===== src/rtl/booth_pkg.sv =====
// Shared definitions for the radix-2 Booth multiplier datapath.
// Holds the Booth pair encodings and the iteration counter width helper.
package booth_pkg;

  // Booth pair {Q[0],Q_m1} encodings
  typedef enum logic [1:0] {
    BOOTH_NOP0 = 2'b00,
    BOOTH_ADD  = 2'b01,
    BOOTH_SUB  = 2'b10,
    BOOTH_NOP1 = 2'b11
  } booth_op_e;

  // Width needed for a counter that must hold the value n (0..n inclusive)
  function automatic int booth_cnt_width(input int n);
    return $clog2(n + 1);
  endfunction

endpackage


===== src/rtl/booth_addsub.sv =====
// Combinational N+1-bit Booth add/subtract step.
// Adds or subtracts the sign-extended multiplicand from the accumulator
// according to the Booth pair; passes the accumulator through otherwise.
// All arithmetic wraps modulo 2^(N+1).
module booth_addsub
  import booth_pkg::*;
#(
  parameter int N = 8
) (
  input  logic [N:0]   acc,
  input  logic [N-1:0] mcand,
  input  logic [1:0]   bits,
  output logic [N:0]   sum
);

  logic [N:0] mcand_sxt_s;

  assign mcand_sxt_s = {mcand[N-1], mcand};

  // Select A+M, A-M or A from the Booth pair
  always_comb begin
    sum = acc;
    case (bits)
      BOOTH_ADD:  sum = acc + mcand_sxt_s;
      BOOTH_SUB:  sum = acc - mcand_sxt_s;
      BOOTH_NOP0: sum = acc;
      BOOTH_NOP1: sum = acc;
      default:    sum = acc;
    endcase
  end

endmodule


===== src/rtl/booth_datapath.sv =====
// Radix-2 Booth multiplier datapath driven by the Booth control FSM strobes.
// Holds M, the guarded accumulator A, Q, Q_m1 and the iteration counter.
// Optional feature macro: BOOTH_RESULT_REG_EN -- adds a result register that
// captures the product on completion and a result_valid output.
module booth_datapath
  import booth_pkg::*;
#(
  parameter int N = 8
) (
  input  logic           clk,
  input  logic           rst,
  input  logic           load,
  input  logic           add,
  input  logic           shift,
  input  logic [N-1:0]   multiplicand,
  input  logic [N-1:0]   multiplier,
  output logic [1:0]     bits,
  output logic           alarm,
  output logic [2*N-1:0] product
`ifdef BOOTH_RESULT_REG_EN
  ,
  output logic           result_valid
`endif
);

  localparam int CW = booth_cnt_width(N);

  logic [N-1:0]  m_r;
  logic [N:0]    a_r;
  logic [N-1:0]  q_r;
  logic          q_m1_r;
  logic [CW-1:0] cnt_r;
  logic          alarm_r;

  logic          busy_s;
  logic [1:0]    op_s;
  logic [N:0]    a_next_s;
  logic [N:0]    a_sh_s;
  logic [N-1:0]  q_sh_s;
  logic          q_m1_sh_s;
  logic          last_iter_s;

  assign busy_s      = (cnt_r != {CW{1'b0}});
  assign last_iter_s = busy_s && shift && (cnt_r == CW'(1));

  // Without an add strobe the shift operates on the unmodified accumulator
  always_comb begin
    op_s = BOOTH_NOP0;
    if (add) begin
      op_s = {q_r[0], q_m1_r};
    end else begin
      op_s = BOOTH_NOP0;
    end
  end

  booth_addsub #(.N(N)) u_addsub (
    .acc   (a_r),
    .mcand (m_r),
    .bits  (op_s),
    .sum   (a_next_s)
  );

  // Arithmetic right shift of {A',Q,Q_m1}; the guard bit supplies the sign
  assign {a_sh_s, q_sh_s, q_m1_sh_s} = {a_next_s[N], a_next_s, q_r};

  // Operand, accumulator and iteration registers; load has priority over add/shift
  always_ff @(posedge clk or negedge rst) begin
    if (!rst) begin
      m_r     <= {N{1'b0}};
      a_r     <= {(N+1){1'b0}};
      q_r     <= {N{1'b0}};
      q_m1_r  <= 1'b0;
      cnt_r   <= {CW{1'b0}};
      alarm_r <= 1'b0;
    end else if (load) begin
      m_r     <= multiplicand;
      a_r     <= {(N+1){1'b0}};
      q_r     <= multiplier;
      q_m1_r  <= 1'b0;
      cnt_r   <= CW'(N);
      alarm_r <= 1'b1;
    end else if (busy_s && shift) begin
      a_r     <= a_sh_s;
      q_r     <= q_sh_s;
      q_m1_r  <= q_m1_sh_s;
      cnt_r   <= cnt_r - CW'(1);
      alarm_r <= (cnt_r != CW'(1));
    end else if (busy_s && add) begin
      a_r     <= a_next_s;
    end else begin
      a_r     <= a_r;
    end
  end

  assign bits  = {q_r[0], q_m1_r};
  assign alarm = alarm_r;

`ifdef BOOTH_RESULT_REG_EN
  logic [2*N-1:0] res_r;
  logic           valid_r;

  // Capture the finished product on the final iteration; load clears valid only
  always_ff @(posedge clk or negedge rst) begin
    if (!rst) begin
      res_r   <= {(2*N){1'b0}};
      valid_r <= 1'b0;
    end else if (load) begin
      valid_r <= 1'b0;
    end else if (last_iter_s) begin
      res_r   <= {a_sh_s[N-1:0], q_sh_s};
      valid_r <= 1'b1;
    end else begin
      valid_r <= valid_r;
    end
  end

  assign product      = res_r;
  assign result_valid = valid_r;
`else
  assign product = {a_r[N-1:0], q_r};
`endif

endmodule


===== config.mk =====
export PLATFORM = sky130hd
export DESIGN_NAME = booth_datapath
export DESIGN_NICKNAME = d
export VERILOG_FILES = /design/src/rtl/booth_pkg.sv /design/src/rtl/booth_addsub.sv /design/src/rtl/booth_datapath.sv
export SDC_FILE = /design/constraint.sdc
export NUM_CORES = 1
export LEC_CHECK = 0
export BUFFER_PORTS_ARGS = -buffer_cell sky130_fd_sc_hd__buf_2
export CORE_MARGIN = 5
export CORE_UTILIZATION = 30
export DETAILED_ROUTE_END_ITERATION = 8
export HOLD_SLACK_MARGIN = 0.08
export SLEW_MARGIN = 20
export SYNTH_ARGS = -nofsm -noshare
export SYNTH_HDL_FRONTEND = slang
export SYNTH_SLANG_ARGS = --single-unit

===== constraint.sdc =====
create_clock -name clk -period 3.6 [get_ports clk]
set_input_delay 0.18 -clock clk [delete_from_list [all_inputs] [get_ports clk]]
set_output_delay 0.18 -clock clk [all_outputs]
set_load 0.01 [all_outputs]

After elaboration in Yosys (flattened, before gate mapping)
Cells that the tools add are included. W data, S select, Z words.

Register bits: 31. Input port bits: 21. Logic and storage cells: 33. Output and inout port bits: 19.

Add/subtract/negate cells: 3. Equality and inequality tests: 4. Reductions and logical operators: 7. Mux-type cells: 13.

Operators with widths (count): $mux W9 (3); $pmux W9 S3 (1); $mux W8 (2); $add A9 B9 Y9 (1); $sub A9 B9 Y9 (1); $mux W4 (2); $eq A2 B2 Y1 const B (2); $mux W1 (4); $ne A4 B1 Y1 const B (1); $reduce_bool A4 Y1 (1); $sub A4 B1 Y4 const B (1); $reduce_bool A3 Y1 (1); $eq A2 B1 Y1 const B (1); $logic_and A1 B1 Y1 (2); $logic_not A2 Y1 (1); $mux W2 (1); $reduce_bool A2 Y1 (1); $reduce_or A2 Y1 (1).

Longest topological paths before layout
Depth in word-level cells: 7. Gate-level depth with buffers: 13. Depth with buffers taken out: 11.

By module
From an unflattened synthesis, not the netlist that was laid out.

Cell total of the unflattened synthesis: 248. Area total of the unflattened synthesis: 2285.9 um2.

Modules (own cells, without submodules): booth_datapath (instances 1, cells each 145, seq. area each 775.7 um2, area an instance 1559.0 um2); booth_addsub (instances 1, cells each 103, seq. area each 0.0 um2, area an instance 726.9 um2).

Least setup slack after synthesis
No wires, ideal clock.

Path kind: register -> register. Start point: reg q_r[0]. End point: reg a_r[5]. Setup time: 122 ps. Stages on the path, launching flop included: 12. Arrival time: 2760 ps. Required time: 3478 ps. Buffers on the path: 1. Path slack: 719 ps. Cell sequence: dfrtp_1 -> and2_1 -> ha_1 -> clkbuf_1 -> mux2i_1 -> fa_1 -> a211oi_1 -> nor2_1 -> a21bo_1 -> xor2_1 -> a211o_1 -> a32o_1.

Longest elaborated chain between the ends: 7. Elaborated cells between the ends (all ways): 10. Classes of those cells: eq/ne (3); mux (5); reduce/logical (2).

RTL lines: from (decl) (line booth_datapath.sv:30) `logic [N-1:0] q_r;`; from (signal assigned) (line booth_datapath.sv:71) `q_r <= {N{1'b0}};`; from (signal assigned) (line booth_datapath.sv:78) `q_r <= multiplier;`; from (signal assigned) (line booth_datapath.sv:84) `q_r <= q_sh_s;`; $mux W2 * (line booth_datapath.sv:49) `if (add) begin`; $eq A2 B2 Y1 / $logic_not A2 Y1 (equally long branches) (line booth_addsub.sv:23) `case (bits)`; $reduce_or A2 Y1 (no source line); $pmux W9 S3 * (line booth_addsub.sv:23); $mux W9 (line booth_datapath.sv:88) `end else if (busy_s && add) begin`; $mux W9 * (line booth_datapath.sv:82) `end else if (busy_s && shift) begin`; $mux W9 * (line booth_datapath.sv:75) `end else if (load) begin`; to (signal assigned) (line booth_datapath.sv:77) `a_r <= {(N+1){1'b0}};`; to (signal assigned) (line booth_datapath.sv:83) `a_r <= a_sh_s;`; to (signal assigned) (line booth_datapath.sv:89) `a_r <= a_next_s;`; to (decl) (line booth_datapath.sv:29) `logic [N:0] a_r;`.

Every way passes the cells marked *; elsewhere a longest branch is shown, timed or not. The select of a mux whose other input is x is not followed. A chain may end at the register's enable or synchronous reset.

Worst setup path after layout
Same ends and word-level chain as after synthesis.

==> impl_metrics.yaml <==
status:
  status: "complete, no violations"
power_and_ir_drop:
  p_leak_nw: 1.13
  cellPowerDensity_nw_per_um2: 515
  pwr-share-clk: 0.222
  p_int_uw: 766
  power_mw: 1.26
  swShare: 0.391
  power_frac_comb: 0.418
  vdd_drop_max_v: 0.000213
  p_switching_uw: 492
  pwr-share-seq: 0.360
critical_path:
  start_kind: "flop"
  crit_type: "flop to flop"
  cp.arrival_ps: 3130
  crit_required_ps: 3780
  endpoint_kind: "flop"
  cp_cell_sequence: "and2_1, ha_1, mux2i_1, fa_1, a211oi_1, nor2_1, a21bo_1, xor2_1, a211o_1, a32o_1"
  reg2reg_depth: 10
  max_stage_delay_ps: 470
  critPathBufInv: 0
  path_max_fanout: 9
  worst_path_max_delay_cell: "fa_1"
  crit_cells: 10
  crit_family: "compound AO/OA/AOI/OAI gates"
synth:
  synth_edf_count: 0
  synth_cell_types: 42
  synth-main-ff-cell: "dfrtp_1"
  ys_ff_latch: 31
  yosysTopAreaCellShare: 0.360
  postSynth.asyncResetShare: 1.00
  synth_top_area_cell: "dfrtp_1"
  ys.warnings.count: 0
  syn-cell-area_um2: 2150
  ys_seq_area_frac: 0.360
  synthTopCellsByArea: "dfrtp_1, ha_1, mux2i_1"
  avgSynthCellArea_um2: 8.86
  syn_nets: 278
  synthCells: 243
placed_design:
  gp_congestion: 0.838
  dp_hpwl_mm: 3.56
  io_buffers: 39
  dpl_cell_area_um2: 2350
finish:
  finish.utilization: 0.353
  register_area_um2: 776
  nets: 303
  multi_input_area_um2: 1220
  area_growth_pct: 13.4
  drive_gt1_frac: 0.186
  postLayoutCellArea_um2: 2440
  num-fill-cells: 745
  num_antenna_cells: 0
route:
  drt_iter0_drc: 47
  drc_errors: 0
  drt_pre_antenna_iters: 4
  routedWlPerCell_um: 13.3
  antenna_left: 0
  postRouteWirelength_mm: 4.87
  vias: 1765
  viasPerCell: 4.84
clock_tree:
  clkLatencyLatePin_ps: 290
  cts-htree-levels: 2
  holdBufCountCts: 1
  postCtsSetupRepairBufs: 0
  root_buffer: "clkbuf_8"
  ctsResizeCount: 0
  clockBufferDepth: 2
  cts_sinks: 31
  numCtsBuffers: 5
  cts.clk_slew.worst_paths_ps: 70
  cts_tree: "done"
global_route:
  grt-ovfl-total: 0
  grt_usage: 0.115
  grt_pass1_wl_mm: 8.18
  grt_max_degree: 44
  grt_antenna_before_repair: 0
  first_global_vias: 1684
sta:
  hold_viol_final: 0
  worst_pin_slew_ps: 806
  slew_headroom: 0.461
  period_share: 0.819
  fin_skew_ps: 5.31
  fin_crit_ps: 2950
  tns_ps: 0
  fmax_ghz: 0.339
  finalMaxSlewViolations: 0
  rsz0062_at_grt: "no"
  setup_viol: 0
floorplanning:
  core_area_um2: 6910
  ios: 40
  dieArea_um2: 8970
  rows: 30
  fp.dieW_um: 94.7
  dieHeight_um: 94.7
  initial_core_util: 0.312
job:
  maxCapViolCount: 0
hold_path:
  hold_class: "input pin to flop"
  min_delay_path_depth: 3
cell usage after synthesis, types with 3 or more instances:
master,count
dfrtp_1,31
nand2_1,31
nor2_1,21
a21oi_1,15
ha_1,13
mux2i_1,12
o21ai_1,11
buf_4,10
clkbuf_1,10
xnor2_1,10
inv_1,8
o21ai_0,8
nor3_1,6
nand2b_1,5
a211oi_1,4
mux2_1,4
nand3_1,3
o211ai_1,3
o21a_1,3
o31ai_1,3
xor2_1,3
worst paths after layout:
check	from	slack (ps)	end
max reg2reg	q_r[0]$_DFFE_PN0P_	650	a_r[5]$_DFFE_PN0P_
max	q_r[0]$_DFFE_PN0P_	650	a_r[5]$_DFFE_PN0P_
max in group asynchronous	rst	2660	q_m1_r$_DFFE_PN0P_
min	multiplicand[1]	90	m_r[1]$_DFFE_PN0P_
min in group asynchronous	rst	480	a_r[4]$_DFFE_PN0P_
min reg2reg	alarm$_DFFE_PN0P_	510	alarm$_DFFE_PN0P_
sequential cells by signal, indices dropped and copies added (netlist names):
name	flops
a_r	9
q_r	8
cnt_r	4
m_r	8
q_m1_r	1
alarm	1
final cells by class:
cell class,count,share of cell area
sequential,31,0.318
clock buffer,6,0.0297
tap,96,0.0492
timing repair buffer,40,0.0841
multi-input combinational,182,0.502
inverter,8,0.0123
clock inverter,2,0.00513
worst min-delay path, stage by stage:
cell and delay [ps]:
buf_2 70, nand2_1 40, o21ai_0 60
cells by family after synthesis:
family / synth area share
and+or+nand+nor: 0.162
AOI/OAI and AO/OA: 0.182
DFF: 0.360
buffers and inverters: 0.0709
muxes: 0.0872
adders and majority gates: 0.0848
xor gates and xnor gates: 0.0529
power by group through the flow:
stage	combinational (mW)	sequential, mW	clock [mW]
detailed placement	0.529	0.461	0
CTS	0.532	0.454	0.289
global placement	0.523	0.460	0
global route	0.599	0.464	0.302
finish	0.526	0.453	0.279
floorplan	0.424	0.454	0
routing by layer:
| metal | GRT usage | share of wire | up-vias |
|---|---|---|---|
| met3 | 0.0295 | 0.052 | 6 |
| met1 | 0.158 | 0.50 | 821 |
| met2 | 0.177 | 0.44 | 40 |
| met5 | 0 | 0 | - |
| met4 | 0.0361 | 0.011 | 0 |
| li1 | - | - | 898 |
per-stage QoR:
stage	hold WS (ps)	std cells	setup WS [ps]
after floorplan	-116	243	719
after global placement	283	356	729
after detailed placement	287	356	688
after CTS	80.4	365	664
after global routing	101	365	454
final	91.4	365	650
cell usage in the layout, fill, tap and decap left out, drive strengths merged, types with 2 or more instances in the layout:
| master | Yosys | layout |
|---|---|---|
| buf | 12 | 39 |
| xnor2 | 10 | 10 |
| a21oi | 15 | 15 |
| inv | 8 | 8 |
| mux2 | 6 | 6 |
| dfrtp | 31 | 31 |
| o31ai | 3 | 3 |
| or3 | 2 | 2 |
| ha | 13 | 13 |
| nor2 | 21 | 21 |
| a2111oi | 2 | 2 |
| nand2b | 5 | 5 |
| nand3 | 3 | 3 |
| a32o | 2 | 2 |
| o21a | 3 | 3 |
| o22ai | 2 | 2 |
| a311o | 2 | 2 |
| mux2i | 12 | 12 |
| o211ai | 3 | 3 |
| nor4 | 2 | 2 |
| a21o | 2 | 2 |
| clkbuf | 10 | 6 |
| o21ai | 19 | 19 |
| nor3 | 6 | 6 |
| xor2 | 3 | 3 |
| and2 | 2 | 2 |
| a211oi | 4 | 4 |
| nand2 | 31 | 31 |
(Power assumes the default switching activity.)
